`config.mk`:
```
export PLATFORM = sky130hd
export DESIGN_NAME = scan_decoder_flat
export DESIGN_NICKNAME = d
export VERILOG_FILES = /design/src/rtl/scan_decoder_pkg.sv /design/src/rtl/scan_decoder_if.sv /design/src/rtl/scan_decoder_onehot_decoder.sv /design/src/rtl/scan_decoder.sv /design/src/flat_wrapper.sv
export SDC_FILE = /design/constraint.sdc
export NUM_CORES = 1
export LEC_CHECK = 0
export ABC_AREA = 1
export ABC_CLOCK_PERIOD_IN_PS = 2200
export CORE_MARGIN = 1.5
export CORE_UTILIZATION = 47
export DETAILED_ROUTE_END_ITERATION = 8
export PLACE_DENSITY = 0.78
export SKIP_LAST_GASP = 1
export SLEW_MARGIN = 20
export SYNTH_ARGS = -nofsm -noshare
export SYNTH_HDL_FRONTEND = slang
export SYNTH_SLANG_ARGS = --single-unit
```
`constraint.sdc`:
```
create_clock -name clk -period 2.2 [get_ports clk]
set_clock_uncertainty 0.15 [all_clocks]
set_input_delay 0.33 -clock clk [delete_from_list [all_inputs] [get_ports clk]]
set_output_delay 0.33 -clock clk [all_outputs]
set_load 0.1 [all_outputs]
```
`src/rtl/scan_decoder_pkg.sv`:
```
// ---------------------------------------------------------------------------
// scan_decoder_pkg
// Shared definitions for the scan decoder slice: FSM state encodings and the
// mode select constants used on the bus 'mode' signal.
// ---------------------------------------------------------------------------
package scan_decoder_pkg;

  typedef enum logic [1:0] {
    IDLE   = 2'd0,
    DIRECT = 2'd1,
    SCAN   = 2'd2
  } state_t;

  localparam logic MODE_DIRECT = 1'b0;
  localparam logic MODE_SCAN   = 1'b1;

endpackage

```
`src/rtl/scan_decoder_if.sv`:
```
// ---------------------------------------------------------------------------
// scan_decoder_if
// Groups the control inputs and decoded outputs of scan_decoder.
//   enable      : 1 = block active, 0 = outputs forced inactive
//   mode        : MODE_DIRECT (decode binary_in) / MODE_SCAN (autonomous scan)
//   binary_in   : select value, direct mode only
//   dwell       : extra cycles each scan index is held
//   decoder_out : registered one-hot output (OUT_WIDTH = 2**IN_WIDTH)
//   index_out   : binary index currently decoded
//   valid       : decoder_out holds a decoded value
//   wrap        : one-cycle pulse when the scan returns to index 0
// Modports: master drives the controls, slave is the decoder itself.
// ---------------------------------------------------------------------------
interface scan_decoder_if #(
  parameter int IN_WIDTH    = 4,
  parameter int DWELL_WIDTH = 8
);

  localparam int OUT_WIDTH = 2 ** IN_WIDTH;

  logic                   enable;
  logic                   mode;
  logic [IN_WIDTH-1:0]    binary_in;
  logic [DWELL_WIDTH-1:0] dwell;
  logic [OUT_WIDTH-1:0]   decoder_out;
  logic [IN_WIDTH-1:0]    index_out;
  logic                   valid;
  logic                   wrap;

  modport master (
    output enable, mode, binary_in, dwell,
    input  decoder_out, index_out, valid, wrap
  );

  modport slave (
    input  enable, mode, binary_in, dwell,
    output decoder_out, index_out, valid, wrap
  );

endinterface

```
`src/rtl/scan_decoder_onehot_decoder.sv`:
```
// ---------------------------------------------------------------------------
// onehot_decoder
// Purely combinational binary to one-hot conversion.
//   binary_in  : IN_WIDTH-bit select
//   onehot_out : 2**IN_WIDTH-bit output with exactly the selected bit set
// ---------------------------------------------------------------------------
module onehot_decoder #(
  parameter int IN_WIDTH = 4
) (
  input  logic [IN_WIDTH-1:0]      binary_in,
  output logic [(2**IN_WIDTH)-1:0] onehot_out
);

  always_comb begin
    onehot_out            = '0;
    onehot_out[binary_in] = 1'b1;
  end

endmodule

```
`src/rtl/scan_decoder.sv`:
```
// ---------------------------------------------------------------------------
// scan_decoder
// Registered binary-to-one-hot decoder with an autonomous scan mode.
//   clk   : rising-edge clock
//   rst_n : asynchronous active-low reset
//   bus   : scan_decoder_if.slave (enable, mode, binary_in, dwell in;
//           decoder_out, index_out, valid, wrap out)
// States: IDLE (outputs inactive), DIRECT (decode binary_in, latency 1),
// SCAN (step index 0..OUT_WIDTH-1, each held dwell+1 cycles).
// Configuration macro SCAN_DECODER_OUT_INV_EN: when defined, decoder_out is
// active-low (inactive = all ones) for common-anode drive.
// ---------------------------------------------------------------------------
module scan_decoder
  import scan_decoder_pkg::*;
#(
  parameter int IN_WIDTH    = 4,
  parameter int DWELL_WIDTH = 8
) (
  input  logic           clk,
  input  logic           rst_n,
  scan_decoder_if.slave  bus
);

  localparam int OUT_WIDTH = 2 ** IN_WIDTH;

  state_t                 state;
  logic [IN_WIDTH-1:0]    index_q;
  logic [DWELL_WIDTH-1:0] count_q;
  logic [OUT_WIDTH-1:0]   onehot_q;
  logic                   valid_q;
  logic                   wrap_q;

  logic [IN_WIDTH-1:0]    next_index;
  logic [OUT_WIDTH-1:0]   next_onehot;
  logic                   scan_stay;
  logic                   scan_advance;

  // Staying in SCAN only when we already were there; entry always restarts
  // at index 0. The index advances on the cycle its counter reaches zero.
  assign scan_stay    = bus.enable && (bus.mode == MODE_SCAN) && (state == SCAN);
  assign scan_advance = scan_stay && (count_q == '0);

  // Index that will be shown next cycle; it feeds the single decoder so the
  // registered one-hot always matches the registered index.
  always_comb begin
    next_index = '0;
    if (bus.enable && (bus.mode == MODE_DIRECT)) begin
      next_index = bus.binary_in;
    end else if (scan_advance) begin
      next_index = index_q + 1'b1;
    end else if (scan_stay) begin
      next_index = index_q;
    end
  end

  onehot_decoder #(
    .IN_WIDTH (IN_WIDTH)
  ) u_onehot (
    .binary_in  (next_index),
    .onehot_out (next_onehot)
  );

  // Single-process FSM with registered outputs. Leaving SCAN for IDLE or
  // DIRECT clears the counter so a later return starts from a clean load.
  // wrap is raised only when the last index expires, never on entry.
  always_ff @(posedge clk or negedge rst_n) begin
    if (!rst_n) begin
      state    <= IDLE;
      index_q  <= '0;
      count_q  <= '0;
      onehot_q <= '0;
      valid_q  <= 1'b0;
      wrap_q   <= 1'b0;
    end else if (!bus.enable) begin
      state    <= IDLE;
      index_q  <= '0;
      count_q  <= '0;
      onehot_q <= '0;
      valid_q  <= 1'b0;
      wrap_q   <= 1'b0;
    end else if (bus.mode == MODE_DIRECT) begin
      state    <= DIRECT;
      index_q  <= next_index;
      count_q  <= '0;
      onehot_q <= next_onehot;
      valid_q  <= 1'b1;
      wrap_q   <= 1'b0;
    end else begin
      state    <= SCAN;
      index_q  <= next_index;
      onehot_q <= next_onehot;
      valid_q  <= 1'b1;
      if (state != SCAN) begin
        count_q <= bus.dwell;
        wrap_q  <= 1'b0;
      end else if (count_q == '0) begin
        count_q <= bus.dwell;
        wrap_q  <= &index_q;
      end else begin
        count_q <= count_q - 1'b1;
        wrap_q  <= 1'b0;
      end
    end
  end

`ifdef SCAN_DECODER_OUT_INV_EN
  assign bus.decoder_out = ~onehot_q;
`else
  assign bus.decoder_out = onehot_q;
`endif

  assign bus.index_out = index_q;
  assign bus.valid     = valid_q;
  assign bus.wrap      = wrap_q;

endmodule

```
`src/flat_wrapper.sv`:
```
// flat-port wrapper written by rule: the top's interface ports become plain ports
module scan_decoder_flat import scan_decoder_pkg::*;
#(
  parameter int IN_WIDTH    = 4,
  parameter int DWELL_WIDTH = 8
)
  (clk, rst_n, bus_enable, bus_mode, bus_binary_in, bus_dwell, bus_decoder_out, bus_index_out, bus_valid, bus_wrap);
  scan_decoder_if #(.IN_WIDTH(IN_WIDTH), .DWELL_WIDTH(DWELL_WIDTH)) bus_i ();
  input  logic clk;
  input  logic rst_n;
  input wire logic [$bits(bus_i.enable)-1:0] bus_enable;
  input wire logic [$bits(bus_i.mode)-1:0] bus_mode;
  input wire logic [$bits(bus_i.binary_in)-1:0] bus_binary_in;
  input wire logic [$bits(bus_i.dwell)-1:0] bus_dwell;
  output wire logic [$bits(bus_i.decoder_out)-1:0] bus_decoder_out;
  output wire logic [$bits(bus_i.index_out)-1:0] bus_index_out;
  output wire logic [$bits(bus_i.valid)-1:0] bus_valid;
  output wire logic [$bits(bus_i.wrap)-1:0] bus_wrap;
  assign bus_i.enable = bus_enable;
  assign bus_i.mode = bus_mode;
  assign bus_i.binary_in = bus_binary_in;
  assign bus_i.dwell = bus_dwell;
  assign bus_decoder_out = bus_i.decoder_out;
  assign bus_index_out = bus_i.index_out;
  assign bus_valid = bus_i.valid;
  assign bus_wrap = bus_i.wrap;
  scan_decoder #(.IN_WIDTH(IN_WIDTH), .DWELL_WIDTH(DWELL_WIDTH)) u_core (.clk(clk), .rst_n(rst_n), .bus(bus_i));
endmodule
```
# ---- Yosys cells after proc, flatten, opt, wreduce, memory -nomap -nowiden
# Cells that the tools add are included.
dict set report word_totals {
  out_inout_bits 22
  word_cells 38
  register_bits 32
  mem_bits_ro 0
  latchBits 0
  ram_bits 0
  in_bits 16
  n_memories 0
}
dict set report classes {
  magnitude_cmp 2
  reduce_logical 7
  shifts 0
  bitwise 1
  n_eq_ne 2
  mux 18
  multipliers 0
  addsub 2
  div 0
}
# cell count
set ops {}
lappend ops {{$mux 8} 4}
lappend ops {{$mux 16} 1}
lappend ops {{$mux 4} 4}
lappend ops {{$logic_not 8->1} 1}
lappend ops {{$sub 8x1->8 const B} 1}
lappend ops {{$mux 1} 6}
lappend ops {{$logic_and 1x1->1} 5}
lappend ops {{$lt 4x5->1 const B} 1}
lappend ops {{$add 4x1->4 const B} 1}
lappend ops {{$demux 1 s4} 1}
lappend ops {{$ge 4x1->1 const B} 1}
lappend ops {{$mux 2} 2}
lappend ops {{$reduce_and 4->1} 1}
lappend ops {{$eq 2x2->1 const B} 1}
lappend ops {{$ne 2x2->1 const B} 1}
lappend ops {{$not 1->1} 1}

# ---- Logic depth before layout (Yosys ltp)
# Gate-level depths: netlist of the first run.
dict set report logic_depth {
  ltp_word 10
  ltp_mapped 11
  ltp_nobuf 11
}

# ---- By module
# A second synthesis of the first run with hierarchy kept.
dict set report unflattened {
  cells_unflattened 215
  hier_area_um2 1625.3
}
# module instances cells_each area_per_inst_um2 seq_area_each_um2
set modules_own_cells {}
lappend modules_own_cells {scan_decoder 1 187 1520.2 800.8}
lappend modules_own_cells {onehot_decoder 1 28 105.1 0.0}

# ---- Least setup slack after synthesis of the first run
# No wires, ideal clock.
dict set report synth_path {
  kind {register to register}
  from {register u_core.index_q[0] (netlist: u_core.bus.index_out[0])}
  to {register u_core.onehot_q[1] (netlist: u_core.bus.decoder_out[1])}
  required_ns 1.978
  slack_ns 0.119
  synth_period_minus_slack_ns 2.081
  arrival_time_ns 1.859
  path_stages_with_launch 6
  n_path_buf 0
  setup_ns 0.072
  path_cell_list {dfrtp_1 -> ha_1 -> nand3b_1 -> a21oi_2 -> nand2_1 -> nor2_1}
}
dict set report synth_between {
  elab_chain_len 8
  word_cells_on_any_way 10
  classes_between {add/sub (1); order compare (2); mux (6); reduce/logical (1)}
}
# item line
set synth_rtl {}
lappend synth_rtl {{start, declared} scan_decoder.sv:27} ;# logic [IN_WIDTH-1:0] index_q;
lappend synth_rtl {{start signal, assigned} scan_decoder.sv:83} ;# index_q <= next_index;
lappend synth_rtl {{start signal, assigned} scan_decoder.sv:90} ;# index_q <= next_index;
lappend synth_rtl {{$add 4x1->4 / $mux 4 (equally long branches)} {scan_decoder.sv:50, scan_decoder.sv:51}}
lappend synth_rtl {{$mux 4 *} scan_decoder.sv:49} ;# end else if (scan_advance) begin
lappend synth_rtl {{$mux 4 *} scan_decoder.sv:47} ;# if (bus.enable && (bus.mode == MODE_DIRECT)) begin
lappend synth_rtl {{$lt 4x5->1 (implied by the code) / $ge 4x1->1 (equally long branches)} scan_decoder_onehot_decoder.sv:16} ;# onehot_out[binary_in] = 1'b1;
lappend synth_rtl {{$logic_and 1x1->1 (implied by the code)} scan_decoder_onehot_decoder.sv:16}
lappend synth_rtl {{$mux 1 (implied by the code)} scan_decoder_onehot_decoder.sv:16}
lappend synth_rtl {{$demux 1 s4 *} scan_decoder_onehot_decoder.sv:16}
lappend synth_rtl {{$mux 16 *} scan_decoder.sv:74} ;# end else if (!bus.enable) begin
lappend synth_rtl {{end signal, assigned} scan_decoder.sv:85} ;# onehot_q <= next_onehot;
lappend synth_rtl {{end signal, assigned} scan_decoder.sv:91} ;# onehot_q <= next_onehot;
lappend synth_rtl {{end, declared} scan_decoder.sv:29} ;# logic [OUT_WIDTH-1:0] onehot_q;
# Every way passes the cells marked *; elsewhere a longest branch is shown, timed or not.

# ---- Worst setup path after layout of the first run
dict set report layout_path {
  from {register u_core.count_q[0]}
  to {register u_core.count_q[7]}
}
dict set report layout_between {
  elab_chain_len 5
  word_cells_on_any_way 6
  classes_between {add/sub (1); mux (4); reduce/logical (1)}
}
# item line
set layout_rtl {}
lappend layout_rtl {{start, declared} scan_decoder.sv:28} ;# logic [DWELL_WIDTH-1:0] count_q;
lappend layout_rtl {{start signal, assigned} scan_decoder.sv:94} ;# count_q <= bus.dwell;
lappend layout_rtl {{start signal, assigned} scan_decoder.sv:97} ;# count_q <= bus.dwell;
lappend layout_rtl {{start signal, assigned} scan_decoder.sv:100} ;# count_q <= count_q - 1'b1;
lappend layout_rtl {{$sub 8x1->8 / $logic_not 8->1 (equally long branches)} {scan_decoder.sv:100, scan_decoder.sv:96}}
lappend layout_rtl {{$mux 8 *} scan_decoder.sv:96} ;# end else if (count_q == '0) begin
lappend layout_rtl {{$mux 8 *} scan_decoder.sv:93} ;# if (state != SCAN) begin
lappend layout_rtl {{$mux 8 *} scan_decoder.sv:81} ;# end else if (bus.mode == MODE_DIRECT) begin
lappend layout_rtl {{$mux 8 *} scan_decoder.sv:74}
# Marks and branches as above.

==> flow_metrics.env, run 1 <==
export IMPL_status="finished, violations left"
export IMPL_violations="design-rule violations"
export IMPL_synth_distinct_cells=25
export IMPL_syn_num_nets=171
export IMPL_r2r_worst_path_cells=8
export IMPL_fp_dieH_um=57.8
export IMPL_cap_violations=0
export IMPL_rows=19
export IMPL_initialDrtViolationCount=55
export IMPL_r2r_end="u_core.count_q[7]$_DFF_PN0_"
export IMPL_dp_hpwl_mm=2.27
export IMPL_path_clk_slew_ns=0.11
export IMPL_finalHoldViolCount=0
export IMPL_end_kind="register"
export IMPL_path_cells="inv_1 -> ha_1 -> nand2_2 -> nor2_4 -> nor2_2 -> inv_1 -> a21oi_1 -> a21oi_1"
export IMPL_cp_required_ns=2.30
export IMPL_layout_setup_ws_ns=0.373
export IMPL_ys_seq_elements=32
export IMPL_layout_nets=215
export IMPL_diodes=0
export IMPL_synth_area_sq_um=1410
export IMPL_wl_met2_mm=1.52
export IMPL_wire_per_inst_um=13.5
export IMPL_layout_min_cycle_time_ns=1.83
export IMPL_core_area_sq_um=2810
export IMPL_grt_max_degree=33
export IMPL_port_buffers=37
export IMPL_drc=1
export IMPL_hp_class="in2async"
export IMPL_final_common_cell="dfrtp_1"
export IMPL_yosysSeqAreaShare=0.567
export IMPL_period_share=0.830
export IMPL_cts_max_path_buffers=2
export IMPL_leakagePower_uw=0.000954
export IMPL_grt_remaining_overflow=0
export IMPL_place_area_sq_um=1770
export IMPL_worstPathMaxFanout=14
export IMPL_num_vias=1160
export IMPL_cts_tree="yes"
export IMPL_worst_path_max_delay_cell="dfrtp_1"
export IMPL_wl_mm=3.09
export IMPL_r2r_slack_ns=0.37
export IMPL_dp_cells=221
export IMPL_design_area_sq_um=1830
export IMPL_gp_congestion=0.804
export IMPL_die_area_sq_um=3340
export IMPL_power_density_nw_per_um2=670
export IMPL_htree_levels=2
export IMPL_cts_sinks=32
export IMPL_top_layer="met4"
export IMPL_postCtsSetupBuffers=0
export IMPL_cts_buffers=5
export IMPL_setup_viol=0
export IMPL_vdd_drop_max_v=0.000451
export IMPL_fp_dieW_um=57.8
export IMPL_detail_route_vias_per_cell=5.07
export IMPL_setup_tns_ns=0
export IMPL_avgSynthCellArea_sq_um=9.23
export IMPL_grt_usage=0.215
export IMPL_rsz0062_at_grt="no"
export IMPL_syn_inst=153
export IMPL_fmax_mhz=547
export IMPL_critPathLaunchType="register"
export IMPL_layout_drive_gt1_share=0.232
export IMPL_yosys_warnings=0
export IMPL_stdcell_count=229
export IMPL_arrival_ns=1.93
export IMPL_r2r_start="u_core.count_q[0]$_DFF_PN0_"
export IMPL_first_pass_iters=8
export IMPL_wl_met3_um=177
export IMPL_met1Wirelength_mm=1.32
export IMPL_slew_headroom=0.677
export IMPL_io_pins=38
export IMPL_slew_viol_final=0
export IMPL_ant_nets=0
export IMPL_antenna_found_initial=0
export IMPL_area_delta_synth_final_pct=29.2
export IMPL_grt_pass1_wl_mm=5.26
export IMPL_dp_slack_ns=0.113
export IMPL_grt_pass1_vias=1210
export IMPL_cpPeakStageDelay_ns=0.39
export IMPL_layout_common_cells="dfrtp_1 (32), nand2_1 (27), nor2_1 (24)"
export IMPL_initial_core_util=0.504
export IMPL_ctsHoldBuffers=0
export IMPL_worstSetupPathType="reg2reg"
export IMPL_worst_pin_slew_ns=0.485
export IMPL_cts_root_buf="clkbuf_4"
export IMPL_fillCellCount=239
export IMPL_clk_latency_ns=0.35
export IMPL_total_power_uw=1220
## synth_stat cells, drive strengths merged
cell type,n,area (sq um)
or2,1,6.26
inv,18,67.6
o31ai,1,7.51
nand4,1,6.26
o21ai,10,57.6
nand3,9,55.1
nand2,31,126
nor3,1,5.00
xnor2,1,8.76
a21oi,9,48.8
and3,1,6.26
nor2,29,138
dfrtp,32,801
a31oi,2,12.5
nand3b,1,7.51
xor2,3,26.3
ha,2,25.0
buf,1,7.51
## per-stage QoR
| stage | hold slack [ns] | utilization |
|---|---|---|
| floorplan | -0.116 | - |
| global placement | 0.303 | 0.630 |
| detailed placement | 0.317 | 0.630 |
| CTS | 0.222 | 0.650 |
| global route | 0.242 | 0.651 |
| finish | 0.221 | 0.651 |
## how the worst max path moves through the flow
| stage | to | slack [ns] | depth (start not counted) | start |
|---|---|---|---|---|
| after floorplan | u_core.bus.decoder_out[1]$_DFF_PN0_ | 0.12 | 5 | u_core.bus.index_out[0]$_DFF_PN0_ |
| after global placement | u_core.bus.decoder_out[8]$_DFF_PN0_ | 0.19 | 10 | bus_enable |
| after detailed placement | u_core.count_q[7]$_DFF_PN0_ | 0.11 | 8 | u_core.count_q[0]$_DFF_PN0_ |
| after CTS | u_core.count_q[7]$_DFF_PN0_ | 0.10 | 8 | u_core.count_q[0]$_DFF_PN0_ |
| after global routing | u_core.bus.decoder_out[8]$_DFF_PN0_ | 0.08 | 10 | u_core.count_q[0]$_DFF_PN0_ |
| final | u_core.count_q[7]$_DFF_PN0_ | 0.37 | 8 | u_core.count_q[0]$_DFF_PN0_ |
## final cells by class
type	instances	area, sq um	area share
clock buffer	5	37.5	0.0206
clock inverter	3	18.8	0.0103
inverter	18	67.6	0.0370
multi-input combinational	102	539	0.295
sequential	32	801	0.439
tap	31	38.8	0.0212
timing repair buffer	38	323	0.177
## state kept, by name (all words and copies together) (netlist names)
signal                  count
u_core.bus.decoder_out     16
u_core.bus.index_out        4
u_core.bus.valid            1
u_core.bus.wrap             1
u_core.count_q              8
u_core.state                2
## metal layers
metal | up-vias | track usage
met4 | 0 | 0.140
li1 | 574 | -
met1 | 545 | 0.247
met2 | 31 | 0.352
met5 | - | 0
met3 | 10 | 0.0603
## repair_timing
| item | CTS | global route |
|---|---|---|
| gates resized for setup | 0 | 1 |
| endpoints found under the setup margin | 0 | 8 |
| endpoints found under the hold margin | 0 | 0 |
## report_power, final
group          internal (uW)  switching (uW)
Clock                    122             213
Sequential               609            16.4
Combinational           75.5             188
Total                    807             417
## critical path: cells and delay by family (launching register included)
kind | cells | cell delay, ns
DFF | 1 | 0.39
buffers and inverters | 2 | 0.17
adders and majority gates | 1 | 0.24
AOI/OAI and AO/OA | 2 | 0.20
and+or+nand+nor | 3 | 0.57
## cell families after synthesis
group           after synthesis  synth area share
simple gates                 74             0.248
flops                        32             0.567
compound gates               22            0.0895
buf+inv                      19            0.0531
xor+xnor                      4            0.0248
fa+ha+maj                     2            0.0177
(Power assumes the default switching activity.)
==> inputs of run 2 (changes only) <==
ABC_CLOCK_PERIOD_IN_PS = 1900   (was 2200)
clock period = 1.9 ns   (was 2.2 ns; I/O delays follow)
==> run 2 against run 1 <==
The flow still finishes with violations (design-rule violations); maximum frequency is 0.61% lower; hold slack got worse by 0.041 ns; routed wire length rose by 9.7%; largest cell class unchanged; largest power group unchanged.
==> flow_metrics.env, run 2 (synthesis results as in run 1) <==
export IMPL_status="finished, violations left"
export IMPL_violations="design-rule violations"
export IMPL_period_share=0.967
export IMPL_cts_max_path_buffers=2
export IMPL_antenna_found_initial=0
export IMPL_grt_max_degree=33
export IMPL_clk_latency_ns=0.34
export IMPL_htree_levels=2
export IMPL_largest_register_ffs=16
export IMPL_switching_share=0.335
export IMPL_layout_min_cycle_time_ns=1.84
export IMPL_end_kind="register"
export IMPL_cts_sinks=32
export IMPL_dp_hpwl_mm=2.56
export IMPL_power_frac_clock=0.263
export IMPL_r2r_start="u_core.count_q[1]$_DFF_PN0_"
export IMPL_first_pass_iters=6
export IMPL_io_pins=38
export IMPL_cts_root_buf="clkbuf_4"
export IMPL_rsz0062_at_grt="yes"
export IMPL_layout_drive_gt1_share=0.293
export IMPL_setup_tns_ns=0
export IMPL_wl_mm=3.39
export IMPL_port_buffers=37
export IMPL_num_vias=1182
export IMPL_postCtsSetupBuffers=0
export IMPL_critPathBufInv=3
export IMPL_path_cells="inv_1 -> ha_2 -> nand2_2 -> nor2_4 -> buf_4 -> nand3_1 -> nand2_1 -> nand2_2 -> inv_1 -> nand2_1 -> nor2_1"
export IMPL_detail_route_vias_per_cell=5.01
export IMPL_rows=19
export IMPL_grt_remaining_overflow=0
export IMPL_layout_setup_ws_ns=0.0621
export IMPL_fp_dieH_um=57.8
export IMPL_fp_dieW_um=57.8
export IMPL_slew_viol_final=0
export IMPL_cpPeakStageDelay_ns=0.40
export IMPL_switchingPower_uw=498
export IMPL_die_area_sq_um=3340
export IMPL_fillCellCount=179
export IMPL_p_seq_frac=0.494
export IMPL_layout_nets=222
export IMPL_core_area_sq_um=2810
export IMPL_worst_path_max_delay_cell="dfrtp_1"
export IMPL_grt_pass1_wl_mm=5.40
export IMPL_wire_per_inst_um=14.4
export IMPL_path_clk_slew_ns=0.11
export IMPL_gp_congestion=0.827
export IMPL_dp_cells=228
export IMPL_cp_required_ns=2.02
export IMPL_hp_class="in2async"
export IMPL_ant_nets=0
export IMPL_cts_tree="yes"
export IMPL_utilization=0.775
export IMPL_initialDrtViolationCount=52
export IMPL_p_int_uw=987
export IMPL_diodes=0
export IMPL_critPathLaunchType="register"
export IMPL_path_delay_family="simple AND/OR/NAND/NOR gates"
export IMPL_leakagePower_uw=0.00104
export IMPL_worstPathMaxFanout=5
export IMPL_grt_usage=0.223
export IMPL_arrival_ns=1.96
export IMPL_cts_buffers=5
export IMPL_stdcell_count=236
export IMPL_drc=2
export IMPL_final_common_cell="dfrtp_1"
export IMPL_r2r_slack_ns=0.06
export IMPL_area_delta_synth_final_pct=53.9
export IMPL_power_density_nw_per_um2=683
export IMPL_setup_viol=0
export IMPL_initial_core_util=0.504
export IMPL_worst_pin_slew_ns=0.481
export IMPL_dp_slack_ns=-0.144
export IMPL_vdd_drop_max_v=0.000671
export IMPL_finalHoldViolCount=0
export IMPL_r2r_end="u_core.bus.decoder_out[2]$_DFF_PN0_"
export IMPL_worstSetupPathType="reg2reg"
export IMPL_r2r_worst_path_cells=11
export IMPL_cap_violations=0
export IMPL_place_area_sq_um=2100
export IMPL_fmax_mhz=544
export IMPL_pwr_share_comb=0.243
export IMPL_grt_pass1_vias=1234
export IMPL_slew_headroom=0.679
export IMPL_layout_common_cells="dfrtp_1 (30), nand2_1 (26), nor2_1 (22), buf_12 (22), inv_1 (18)"
export IMPL_ctsHoldBuffers=0
export IMPL_design_area_sq_um=2170
run 2: repair_timing:
item / in CTS / in global routing
endpoints found under the setup margin: 8 / 20
gates resized for setup: 1 / 5
endpoints found under the hold margin: 0 / 0
pin swaps: 0 / 0
run 2: stage by stage:
step           total power, uW  hold WS, ns
2_1_floorplan              946       -0.161
3_3_place_gp              1090        0.304
3_5_place_dp              1100        0.320
4_1_cts                   1490        0.186
5_1_grt                   1550        0.212
6_report                  1480        0.181
run 2: routing by layer:
| metal | part of all wire | global-route usage | up-vias |
|---|---|---|---|
| met1 | 0.38 | 0.243 | 549 |
| li1 | - | - | 590 |
| met5 | 0 | 0 | - |
| met2 | 0.55 | 0.398 | 36 |
| met4 | 0.016 | 0.0731 | 0 |
| met3 | 0.057 | 0.0871 | 7 |
run 2: power groups by stage:
| stage | sequential (uW) | combinational [uW] | clock, uW |
|---|---|---|---|
| finish | 733 | 361 | 391 |
| detailed placement | 746 | 356 | 0 |
| global placement | 745 | 350 | 0 |
| global route | 736 | 387 | 430 |
| CTS | 733 | 358 | 404 |
| floorplan | 838 | 108 | 0 |
run 2: worst max path at each step:
stage / slack [ns] / cells past startpoint / endpoint / startpoint
floorplan: 0.02 / 6 / u_core.bus.decoder_out[0]$_DFF_PN0_ / u_core.bus.index_out[2]$_DFF_PN0_
global placement: -0.06 / 10 / u_core.bus.decoder_out[10]$_DFF_PN0_ / bus_enable
finish: 0.06 / 11 / u_core.bus.decoder_out[2]$_DFF_PN0_ / u_core.count_q[1]$_DFF_PN0_
CTS: 0.01 / 9 / u_core.bus.decoder_out[6]$_DFF_PN0_ / u_core.count_q[1]$_DFF_PN0_
global route: -0.05 / 10 / u_core.bus.decoder_out[6]$_DFF_PN0_ / u_core.count_q[1]$_DFF_PN0_
detailed placement: -0.14 / 9 / u_core.bus.decoder_out[6]$_DFF_PN0_ / bus_enable
run 2: layout make-up:
type	instances	area, sq um	share of cell area
Clock buffer	5	37.5	0.0173
Sequential cell	32	803	0.369
Tap cell	31	38.8	0.0178
Multi-Input combinational cell	102	553	0.254
Inverter	18	67.6	0.0311
Timing Repair Buffer	45	651	0.299
Clock inverter	3	23.8	0.0109
==> inputs of run 3 (changes only) <==
ABC_AREA = 0   (was 1)
CELL_PAD_IN_SITES_DETAIL_PLACEMENT = 2   (was default)
CELL_PAD_IN_SITES_GLOBAL_PLACEMENT = 2   (was default)
CORE_UTILIZATION = 29   (was 47)
PLACE_DENSITY = default   (was 0.78)
PLACE_DENSITY_LB_ADDON = 0.1   (was default)
==> run 3 against run 2 <==
The run ends with negative setup slack left; first-iteration DRC count increased by 23%; register-to-register slack worse by 0.65 ns; maximum frequency shrank 26%; sequential share of layout area decreased by 7.3 points; cell area is 25% higher; critical endpoint is now u_core.bus.decoder_out[9]$_DFF_PN0_; via count up 17%; routed wire length grew 110%; die area increased by 56%; synthesized area fell by 1.8%; critical path depth shrank 1.
==> flow_metrics.env, run 3 <==
export IMPL_status="finished, violations left"
export IMPL_violations="negative setup slack"
export IMPL_slew_viol_final=0
export IMPL_synth_edf_count=0
export IMPL_finalHoldViolCount=0
export IMPL_io_pins=38
export IMPL_first_pass_iters=4
export IMPL_rsz0062_at_grt="yes"
export IMPL_total_power_uw=1820
export IMPL_setup_viol=28
export IMPL_synth_most_common_cell="dfrtp_1"
export IMPL_cts_max_path_buffers=2
export IMPL_cts_tree="yes"
export IMPL_synth_distinct_cells=36
export IMPL_initial_core_util=0.310
export IMPL_rows=24
export IMPL_layout_setup_ws_ns=-0.587
export IMPL_yosysSeqAreaShare=0.577
export IMPL_grt_remaining_overflow=0
export IMPL_avgSynthCellArea_sq_um=11.0
export IMPL_fp_dieW_um=72.2
export IMPL_final_common_cell="buf_4"
export IMPL_die_area_sq_um=5210
export IMPL_holdWs_ns=0.240
export IMPL_ctsHoldBuffers=0
export IMPL_detail_route_vias_per_cell=5.27
export IMPL_cpPeakStageDelay_ns=0.50
export IMPL_power_density_nw_per_um2=671
export IMPL_grt_max_degree=33
export IMPL_critPathBufInv=4
export IMPL_end_kind="register"
export IMPL_layout_nets=227
export IMPL_largest_register_ffs=16
export IMPL_synth_top_flop_cell="dfrtp_1"
export IMPL_path_cells="inv_2 -> ha_4 -> or4b_4 -> buf_4 -> nor2_4 -> a221o_1 -> buf_4 -> buf_6 -> nand2b_4 -> nor3_4"
export IMPL_worst_pin_slew_ns=0.521
export IMPL_worstSetupPathType="reg2reg"
export IMPL_ant_nets=0
export IMPL_syn_inst=126
export IMPL_slew_headroom=0.649
export IMPL_area_delta_synth_final_pct=95.3
export IMPL_ys_seq_elements=32
export IMPL_cp_common_cell="buf_4"
export IMPL_synth_area_sq_um=1390
export IMPL_async_flop_share=1.00
export IMPL_fmax_mhz=402
export IMPL_grt_usage=0.268
export IMPL_period_share=1.31
export IMPL_dp_hpwl_mm=3.36
export IMPL_drc=0
export IMPL_core_area_sq_um=4470
export IMPL_cp_required_ns=1.98
export IMPL_htree_levels=2
export IMPL_gp_congestion=0.883
export IMPL_worstPathMaxFanout=4
export IMPL_layout_common_cells="buf_4 (36), dfrtp_1 (30), buf_12 (22)"
export IMPL_leakagePower_uw=0.00119
export IMPL_cts_root_buf="clkbuf_8"
export IMPL_fillCellCount=408
export IMPL_cap_violations=0
export IMPL_cts_sinks=32
export IMPL_antenna_found_initial=0
export IMPL_wire_per_inst_um=26.7
export IMPL_setup_tns_ns=-11.44
export IMPL_hp_class="in2async"
export IMPL_synthTopCellsByCount="dfrtp_1 (32), nor3_1 (18), nor2_1 (12)"
export IMPL_layout_min_cycle_time_ns=2.49
export IMPL_cts_buffers=5
export IMPL_wl_mm=6.99
export IMPL_place_area_sq_um=2250
export IMPL_port_buffers=37
export IMPL_synthTopCellsByArea="dfrtp_1 (58%), nor3_1 (6.5%), a211oi_1 (3.2%)"
export IMPL_path_clk_slew_ns=0.08
export IMPL_initialDrtViolationCount=64
export IMPL_worst_path_max_delay_cell="or4b_4"
export IMPL_grt_pass1_wl_mm=9.83
export IMPL_num_vias=1382
export IMPL_synth_area_leader_cell="dfrtp_1"
export IMPL_vdd_drop_max_v=0.000643
export IMPL_clk_latency_ns=0.30
export IMPL_critPathLaunchType="register"
export IMPL_layout_drive_gt1_share=0.562
export IMPL_yosys_warnings=0
export IMPL_diodes=0
export IMPL_path_delay_family="simple AND/OR/NAND/NOR gates"
export IMPL_arrival_ns=2.56
export IMPL_design_area_sq_um=2710
export IMPL_grt_pass1_vias=1632
export IMPL_fp_dieH_um=72.2
export IMPL_synth_top_area_frac=0.577
export IMPL_syn_num_nets=144
## run 3: changes by cell type after synthesis, sizes merged, moves of 3 or more
cell / before / now
nand2: 31 / 8
nor2: 29 / 12
nor3: 1 / 18
inv: 18 / 4
o21ai: 10 / 1
a21oi: 9 / 1
a211oi: 0 / 6
nand3: 9 / 4
nor2b: 0 / 4
clkbuf: 0 / 3
nand2b: 0 / 3
xnor2: 1 / 4
## run 3: worst paths after layout
path                                                  start                                   to  slack, ns  depth (start not counted)
worst max register to register  u_core.count_q[0]$_DFF_PN0_  u_core.bus.decoder_out[9]$_DFF_PN0_      -0.59                         10
worst max-delay path            u_core.count_q[0]$_DFF_PN0_  u_core.bus.decoder_out[9]$_DFF_PN0_      -0.59                         10
worst min-delay path                                  rst_n    u_core.bus.index_out[0]$_DFF_PN0_       0.24                          2
worst min register to register  u_core.count_q[1]$_DFF_PN0_          u_core.count_q[1]$_DFF_PN0_       0.53                          3
min in group clk                               bus_dwell[2]          u_core.count_q[2]$_DFF_PN0_       0.47                          3
max in group asynchronous                             rst_n    u_core.bus.index_out[1]$_DFF_PN0_       1.03                          2
## run 3: layer usage
layer | vias up | global-route usage | wire length (um)
li1 | 616 | - | -
met1 | 722 | 0.323 | 3010
met2 | 35 | 0.450 | 3620
met3 | 9 | 0.0722 | 244
met4 | 0 | 0.119 | 119
met5 | - | 0 | 0
## run 3: layout make-up
type | instances | area [sq um] | share of cell area
timing repair buffer | 77 | 906 | 0.334
sequential | 32 | 803 | 0.296
multi-input combinational | 87 | 800 | 0.295
clock buffer | 7 | 86.3 | 0.0319
tap | 52 | 65.1 | 0.0240
inverter | 5 | 31.3 | 0.0115
timing repair inverter | 1 | 11.3 | 0.00416
clock inverter | 1 | 7.51 | 0.00277
## run 3: metrics by stage
| stage | cells | worst slack, ns | utilization |
|---|---|---|---|
| 2_1_floorplan | 126 | -0.419 | - |
| 3_3_place_gp | 238 | -0.470 | 0.503 |
| 3_5_place_dp | 238 | -0.563 | 0.503 |
| 4_1_cts | 259 | -0.532 | 0.583 |
| 5_1_grt | 262 | -0.657 | 0.606 |
| 6_report | 262 | -0.587 | 0.606 |
## run 3: repair_timing
action | CTS | global route
setup buffers | 11 | 4
endpoints found under the setup margin | 27 | 28
gates cloned | 3 | 0
resized for setup | 41 | 16
pin swaps | 13 | 6
## run 3: cell families (layout without fill, tap and decap cells)
family,count (synthesis),after routing,share of synthesized area
and+or+nand+nor,62,64,0.251
DFF,32,32,0.577
AOI/OAI and AO/OA,14,14,0.0775
buffers and inverters,9,91,0.0316
xor gates and xnor gates,6,6,0.0379
adders and majority gates,2,2,0.0180
muxes,1,1,0.00721
## run 3: where the power goes
part | internal [uW] | switching (uW)
logic | 219 | 295
clock network | 294 | 281
registers | 704 | 25.0
